<file path="config.mk">
export PLATFORM = sky130hd
export DESIGN_NAME = trap_ctrl
export DESIGN_NICKNAME = d
export VERILOG_FILES = /design/src/rtl/trap_ctrl.sv
export SDC_FILE = /design/constraint.sdc
export NUM_CORES = 1
export LEC_CHECK = 0
export CAP_MARGIN = 15
export CORE_ASPECT_RATIO = 1.5
export CORE_MARGIN = 1.5
export CORE_UTILIZATION = 32
export CTS_CLUSTER_DIAMETER = 120
export DETAILED_ROUTE_END_ITERATION = 12
export PLACE_DENSITY = 0.88
export RECOVER_POWER = 100
export SETUP_SLACK_MARGIN = 0.4
export SYNTH_ARGS = -nofsm -noshare
export SYNTH_HDL_FRONTEND = slang
export SYNTH_SLANG_ARGS = --single-unit
</file>
<file path="constraint.sdc">
create_clock -name clk -period 3.3 [get_ports clk]
set_input_delay 0.99 -clock clk [delete_from_list [all_inputs] [get_ports clk]]
set_output_delay 0.99 -clock clk [all_outputs]
set_load 0.02 [all_outputs]
</file>
<file path="src/rtl/trap_ctrl.sv">
// trap_ctrl: writeback-stage trap/MRET/WFI sequencer driving CSR pulses and fetch redirects.
// Optional WFI sleep support is built when TRAP_CTRL_WFI_EN is defined.
module trap_ctrl (
    input  logic        clk,
    input  logic        rst,
    input  logic        wb_valid,
    input  logic [31:0] wb_pc,
    input  logic        exc_valid,
    input  logic [3:0]  exc_cause,
    input  logic        mret_req,
    input  logic        wfi_req,
    input  logic [2:0]  irq,
    input  logic        irq_wake,
    input  logic [31:0] trap_vector,
    input  logic [31:0] mret_vector,
    input  logic        redirect_ready,
    output logic        traped,
    output logic        mret,
    output logic [31:0] ecp,
    output logic [3:0]  trap_cause,
    output logic        interupt,
    output logic        retired,
    output logic        flush,
    output logic        stall,
    output logic        redirect_valid,
    output logic [31:0] redirect_pc
);
`ifdef TRAP_CTRL_WFI_EN
    typedef enum logic [1:0] {IDLE, REDIRECT, SLEEP} state_t;
`else
    typedef enum logic [1:0] {IDLE, REDIRECT} state_t;
`endif
    state_t      state, next_state;
    logic [31:0] next_pc;
    logic        take, is_irq;
    always_ff @(posedge clk or posedge rst) begin
        if (rst) begin
            state       <= IDLE;
            redirect_pc <= 32'h0;
        end else begin
            state       <= next_state;
            redirect_pc <= next_pc;
        end
    end
    // rst gates the accept path so outputs drop as soon as reset rises
    assign take   = (state == IDLE) && wb_valid && !rst;
    assign is_irq = |irq;
    always_comb begin
        next_state     = state;
        next_pc        = redirect_pc;
        traped         = 1'b0;
        mret           = 1'b0;
        retired        = 1'b0;
        flush          = 1'b0;
        ecp            = 32'h0;
        trap_cause     = 4'h0;
        interupt       = 1'b0;
        redirect_valid = (state == REDIRECT);
        stall          = (state != IDLE);
        if (take) begin
            if (is_irq || exc_valid) begin
                traped     = 1'b1;
                flush      = 1'b1;
                ecp        = wb_pc;
                interupt   = is_irq;
                trap_cause = is_irq ? (irq[2] ? 4'd11 : irq[0] ? 4'd3 : 4'd7) : exc_cause;
                next_pc    = trap_vector;
                next_state = REDIRECT;
            end else if (mret_req) begin
                mret       = 1'b1;
                retired    = 1'b1;
                flush      = 1'b1;
                next_pc    = mret_vector;
                next_state = REDIRECT;
`ifdef TRAP_CTRL_WFI_EN
            end else if (wfi_req) begin
                retired    = 1'b1;
                flush      = 1'b1;
                next_pc    = wb_pc + 32'd4;
                next_state = SLEEP;
`endif
            end else begin
                retired = 1'b1;
            end
        end
        if (state == REDIRECT && redirect_ready) next_state = IDLE;
`ifdef TRAP_CTRL_WFI_EN
        if (state == SLEEP && irq_wake) next_state = REDIRECT;
`endif
    end
endmodule

</file>
## Word level (Yosys, flattened, before mapping)

Cells that the tools add are included.

- Bits in registers: 34
- Word-level logic and storage cells: 40

- Equality and inequality tests: 1
- Reduce and logical (&&, ||, !) cells: 13
- Multiplexer cells: 24

Operators with widths:

| operator | count |
|---|---|
| two-way mux 32 bit | 4 |
| two-way mux 4 bit | 4 |
| two-way mux 1 bit | 11 |
| two-way mux 2 bit | 4 |
| nonzero test 2 bit | 3 |
| AND reduction 2 bit | 2 |
| logical AND 1 bit | 3 |
| two-way mux 3 bit | 1 |
| nonzero test 3 bit | 1 |
| OR reduction 3 bit | 1 |
| equality test 2 x 1 -> 1 bit (second input constant) | 1 |
| logical NOT 2 bit | 1 |
| logical NOT 1 bit | 1 |
| logical OR 1 bit | 1 |

## Depth between registers and ports, before layout

Gate-level depths: netlist (run 1).

- Word-level depth: 5
- Depth in mapped cells: 5
- Gate-level depth less buffers: 3

## Worst setup path after synthesis (run 1)

OpenSTA, ideal clock, no wires.

- Path type: in2out
- From: input port rst
- To: output port trap_cause[2]
- Required time: 2310 ps
- Stages: 3
- Data arrival time: 2550 ps
- Buffers on the path: 0
- Slack: -240 ps
- Cells stage by stage: or3b_2 nor2_1 nor4b_1

- Cells in the longest elaborated chain, start to end: 3

RTL lines:

| item | RTL line | text |
|---|---|---|
| start, declared | 5 | `input logic rst,` |
| logical NOT 1 bit | 46 | `assign take = (state == IDLE) && wb_valid && !rst;` |
| logical AND 1 bit | 46 |  |
| two-way mux 4 bit | 60 | `if (take) begin` |
| end, declared | 20 | `output logic [3:0] trap_cause,` |

Every way passes these cells.

## Final worst setup path (run 1)

- From: input port irq[2]
- To: output port retired

- Cells in the longest elaborated chain, start to end: 4

RTL lines:

| item | RTL line | text |
|---|---|---|
| start, declared | 12 | `input logic [2:0] irq,` |
| OR reduction 3 bit | 47 | `assign is_irq = \|irq;` |
| logical OR 1 bit | 61 | `if (is_irq \|\| exc_valid) begin` |
| two-way mux 1 bit | 61 |  |
| two-way mux 1 bit | 60 |  |
| end, declared | 22 | `output logic retired,` |

Every way passes these cells.

==> results of run 1 <==
==> cells by family after synthesis <==
group / Yosys count
flip-flops: 33
buffers and inverters: 25
AND/OR/NAND/NOR: 79
multiplexers: 32
AO/OA/AOI/OAI: 37
==> state kept, by name, indices dropped and copies added (netlist names) <==
| signal | cells |
|---|---|
| state | 1 |
| redirect_pc | 32 |
==> worst max-delay path, stage by stage <==
cell and delay (ns):
buf_6 0.09, or4_4 0.57, buf_6 0.15, buf_12 0.12
buf_12 0.11, nor2_4 0.06, clkbuf_2 0.17
==> metal layers <==
layer,routed length [µm],vias to the layer above
li1,-,1172
met1,3190,1212
met2,4970,132
met3,650,12
met4,168,0
met5,0,-
==> what timing repair did <==
action,CTS,global route
gates cloned,2,0
endpoints found under the setup margin,41,41
buffers inserted,13,6
resized for setup,206,95
pin swaps,12,17
==> worst min path at each step <==
stage / start / endpoint
2_1_floorplan: redirect_pc[16] / redirect_pc[16]
3_3_place_gp: redirect_pc[12] / redirect_pc[12]
3_5_place_dp: redirect_pc[16] / redirect_pc[16]
4_1_cts: redirect_pc[14] / redirect_pc[14]
5_1_grt: redirect_pc[17] / redirect_pc[17]
6_report: redirect_pc[3] / redirect_pc[3]
==> synth_stat cells <==
cell type  number
a21oi_1         3
o21ai_4         1
nor3b_1         1
nor2_1          5
or3b_2          1
nor3_1          2
buf_6           3
nand2_1         2
buf_4           1
and3_2          3
or4_1           1
and3_1         30
and2_1         32
o2bb2ai_2      20
nor4b_1         1
buf_2           5
o2bb2ai_1      12
mux2i_1        32
nor4_1          1
buf_1           1
clkbuf_1       12
inv_1           3
dfrtp_1        33
o21ai_0         1
==> cell type report <==
type                            count  area [µm²]
Clock buffer                        7        76.3
Timing Repair Buffer              226        2260
Clock inverter                      1        7.51
Multi-Input combinational cell    148        1290
Inverter                            3        13.8
Tap cell                           76        95.1
Sequential cell                    33         826
Fill cell                         498        2010
==> placed cells by master (no fill, tap or decap) <==
cell,instances
clkdlybuf4s50_1,102
buf_6,47
dlygate4sd3_1,34
dfrtp_1,33
and2_1,32
mux2i_1,32
o2bb2ai_1,29
and3_1,21
buf_4,16
clkbuf_2,11
clkbuf_1,10
and3_4,9
clkbuf_8,5
buf_12,5
o2bb2ai_2,3
nor2_4,3
and3_2,3
inv_1,2
nor2_1,2
nand2_1,2
a21oi_4,2
buf_16,2
or4_4,1
nor3b_4,1
o21ai_4,1
inv_4,1
nor4_4,1
or3b_1,1
o21ai_0,1
nor4b_4,1
nor3_2,1
a21oi_1,1
nor3_4,1
clkinvlp_4,1
buf_2,1
==> metrics by stage <==
step | worst slack [ns] | power, µW
floorplan | 0.224 | 893
global placement | -0.639 | 1280
detailed placement | -0.638 | 1290
CTS | 0.00507 | 1630
global route | 0.0191 | 1620
finish | 0.0478 | 1540
==> power groups by stage <==
| stage | sequential [µW] | clock [µW] | combinational (µW) |
|---|---|---|---|
| finish | 532 | 296 | 709 |
| global route | 541 | 332 | 746 |
| CTS | 545 | 308 | 777 |
| floorplan | 645 | 0 | 248 |
| detailed placement | 549 | 0 | 742 |
| global placement | 546 | 0 | 731 |
==> reports/results.ini, run 1 <==
[placement]
io_buffers = 183
place_area_um2 = 4450
gp_congestion = 0.849
placedCellCount = 465
hpwl_um = 6120

[global_route]
grt_pass1_vias = 2544
grt-busiest-layer = met2
grt.overflow.total = 0
met1_usage = 0.238
grt_pass1_wl_um = 13400
grtUsageTotal = 0.229
grt_max_degree = 34
antenna_found_initial = 0
grt_use_met3 = 0.0627
use_met2 = 0.446

[synth]
yosysUniqueCellTypes = 24
synthXorXnorAreaFrac = 0
synth_top_family_by_area = simple AND/OR/NAND/NOR gates
synth_top_cell_by_area = dfrtp_1
muxShareOfSynthArea = 0.146
synth_top_area_frac = 0.375
synth_area_um2 = 2200
synth-seq-cells = 33
yosysWarnings = 0
synthAdderAreaFrac = 0
synth_compound_area_frac = 0.201
synthCells = 206
yosys.area_share.simple = 0.221
ys_seq_area_frac = 0.375
synthTopCellsByArea = dfrtp_1 (38%), mux2i_1 (15%), o2bb2ai_2 (14%), and2_1 (9.1%), and3_1 (8.5%)
avgSynthCellArea_um2 = 10.7
synth_fp_nets = 317

[layout]
layout-drive-gt1-share = 0.278
nNetsFinal = 528
fin_area_um2 = 4570
syn_to_final_growth_pct = 108
finalNonFillerCells = 494
n_antenna_cell = 0
utilization = 0.694

[clock_network]
cts_buffers = 5
clk_pin_slew_worst_paths_ns = 0.07
root_buffer = clkbuf_8
cts_sinks = 33
clk_latency_ns = 0.28
clk_path_buf_depth = 2
cts-hold-fix-buffers = 0
cts_tree = done
htreeDepth = 2

[setup_path]
endpoint_kind = output pin
crit_type = in2out
start_kind = input pin
startpoint = irq[2]
crit_end = retired
worstPathRequired_ns = 2.31
rrSetupSlack_ns = 1.34
r2r-start = state[0]
crit_fanout = 3
r2r-end = redirect_pc[6]
reg2reg_depth = 7
critPathArrivalTime_ns = 2.26

[drt]
vias = 2528
drt_iter0_markers = 42
wirelength_um = 8970
routedWlPerCell_um = 18.2
drt_first_pass_iters = 4
routed_via_density = 5.12
ant_nets = 0
drcViolationCount = 0

[timing]
finalCritPeriodShare = 0.986
max_slew_margin = -0.220
fin_hold_ws_ns = 0.486
setup_tns_ns = 0
report.final.slew_viol_count = 34
setup_viol = 0
skew_ns = 0.00783
worstMarginPinSlew_ns = 1.83
max_freq_mhz = 307
rsz0062_at_grt = true
hold_violations = 0
period_needed_ns = 3.25

[pwr]
switching_share = 0.333
power_frac_seq = 0.346
clkPwrFrac = 0.192
power.leakage_uw = 0.00198
irDropWorstVdd_v = 0.000295
p_per_area_nw_per_um2 = 337
p_switching_uw = 512
p_int_uw = 1030
p_comb_frac = 0.461

[job]
cap_violations = 1

[floorplan]
initial_core_util = 0.334
rows = 36
coreArea_um2 = 6580
die_w_um = 70.7
die-area_um2 = 7390
dieHeight_um = 105
ioPinCount = 186

[hold_path]
hold_path.class = reg2reg
worstHoldPathCells = 1

[run_status]
status = finished, violations left
violations = max-capacitance violations, max-slew violations

No activity file was read; power rests on OpenSTA's default activity.
==> inputs of run 2 (changes only) <==
Settings changed: SLEW_MARGIN set to 20.
==> results of run 2 <==
The final DEF is identical to that of run 1; final timing and power are the same.
==> inputs of run 3 (changes only) <==
Settings changed: SETUP_SLACK_MARGIN 0.4 to not set.
==> reports/results.ini, run 3 (synthesis gave the netlist of run 1 again) <==
[run_status]
status = finished, violations left
violations = max-capacitance violations, max-slew violations, negative setup slack

[pwr]
power_frac_seq = 0.354
p_comb_frac = 0.454
clkPwrFrac = 0.192
total_power_uw = 1520
power.leakage_uw = 0.00193
p_switching_uw = 506
switching_share = 0.332
p_per_area_nw_per_um2 = 344
irDropWorstVdd_v = 0.000246
p_int_uw = 1020

[timing]
finalCritPeriodShare = 1.00
report.final.slew_viol_count = 34
max_freq_mhz = 303
max_slew_margin = -0.193
setup_viol = 1
period_needed_ns = 3.30
worstMarginPinSlew_ns = 1.79
rsz0062_at_grt = true
hold_violations = 0
skew_ns = 0.00837
setup_slack_ns = -0.00318

[global_route]
grtUsageTotal = 0.205
grt_pass1_wl_um = 12100
grt_max_degree = 34
antenna_found_initial = 1
grt.overflow.total = 0
grt_pass1_vias = 2473

[drt]
drcViolationCount = 0
routed_via_density = 5.11
drt_first_pass_iters = 4
wirelength_um = 8260
drt_iter0_markers = 48
vias = 2441
routedWlPerCell_um = 17.3
ant_nets = 0

[placement]
hpwl_um = 5750
placedCellCount = 462
io_buffers = 183
gp_congestion = 0.823
place_area_um2 = 4170

[layout]
n_fill_cell = 500
largest_reg_flops = 32
finalNonFillerCells = 478
syn_to_final_growth_pct = 101
nNetsFinal = 511
final_common_cell = clkdlybuf4s50_1
fin_area_um2 = 4430
layout_common_cells = clkdlybuf4s50_1 (102), dlygate4sd3_1 (34), dfrtp_1 (33)
utilization = 0.673
layout-drive-gt1-share = 0.282
reg_top3 = redirect_pc (32), state (1)
top_register = redirect_pc

[floorplan]
die_w_um = 70.7
rows = 36
die-area_um2 = 7390
ioPinCount = 186
initial_core_util = 0.334
dieHeight_um = 105
coreArea_um2 = 6580

[setup_path]
reg2reg_depth = 6
endpoint_kind = output pin
worstPathRequired_ns = 2.31
start_kind = input pin
crit_type = in2out
crit_fanout = 8
critPathArrivalTime_ns = 2.31

[clock_network]
clk_pin_slew_worst_paths_ns = 0.07
root_buffer = clkbuf_8
cts_buffers = 5
cts_tree = done
htreeDepth = 2
cts_sinks = 33
clk_path_buf_depth = 2
clk_latency_ns = 0.28

[job]
cap_violations = 1

[hold_path]
worstHoldPathCells = 1
hold_path.class = reg2reg

## run 3: metrics by stage
stage / hold slack, ns / setup TNS (ns) / worst slack [ns]
after floorplan: 0.597 / 0 / 0.0219
after global placement: 0.472 / -23.45 / -0.701
after detailed placement: 0.477 / -24.79 / -0.735
after CTS: 0.497 / -2.62 / -0.0968
after global routing: 0.502 / -0.0635 / -0.0218
final: 0.488 / -0.00318 / -0.00318
## run 3: layout make-up
| class | count | area (µm²) | share of cell area |
|---|---|---|---|
| sequential | 33 | 826 | 0.187 |
| inverter | 3 | 11.3 | 0.00254 |
| clock buffer | 7 | 76.3 | 0.0172 |
| multi-input combinational | 148 | 1360 | 0.306 |
| antenna | 1 | 2.50 | 0.000565 |
| timing repair buffer | 209 | 2050 | 0.464 |
| tap | 76 | 95.1 | 0.0215 |
| clock inverter | 1 | 7.51 | 0.00170 |
## run 3: path summary, 6_finish.rpt
check | slack (ns) | start | endpoint
worst max-delay path | -0.003 | irq[0] | ecp[25]
worst min-delay path | 0.49 | redirect_pc[21] | redirect_pc[21]
worst max register to register | 1.30 | state[0] | redirect_pc[12]
worst min register to register | 0.49 | redirect_pc[21] | redirect_pc[21]
max in group asynchronous | 0.60 | rst | redirect_pc[23]
min in group asynchronous | 1.67 | rst | state[0]
## run 3: critical path, cell delays in order
cell,delay [ns]
clkbuf_2,0.10
or4_4,0.67
buf_16,0.19
and3_1,0.18
buf_2,0.16
## run 3: metal layers
metal / wire [µm] / part of all wire / vias to the layer above / GRT usage
met3: 732 / 0.089 / 12 / 0.0656
met4: 138 / 0.017 / 0 / 0.0539
met2: 4590 / 0.56 / 130 / 0.388
met5: 0 / 0 / - / 0
met1: 2800 / 0.34 / 1167 / 0.210
li1: - / - / 1132 / -
## run 3: power groups by stage
stage / logic, µW / clock network, µW / registers [µW]
final: 691 / 293 / 539
after global routing: 727 / 322 / 548
after CTS: 710 / 305 / 543
after detailed placement: 706 / 0 / 547
after global placement: 697 / 0 / 548
after floorplan: 219 / 0 / 645
## run 3: repair_timing
item / in CTS / in global routing
pin swaps: 2 / 3
setup buffers: 2 / 0
resized for setup: 201 / 47
hold buffers: 0 / 0
setup endpoints to repair: 41 / 38
cloned: 3 / 2
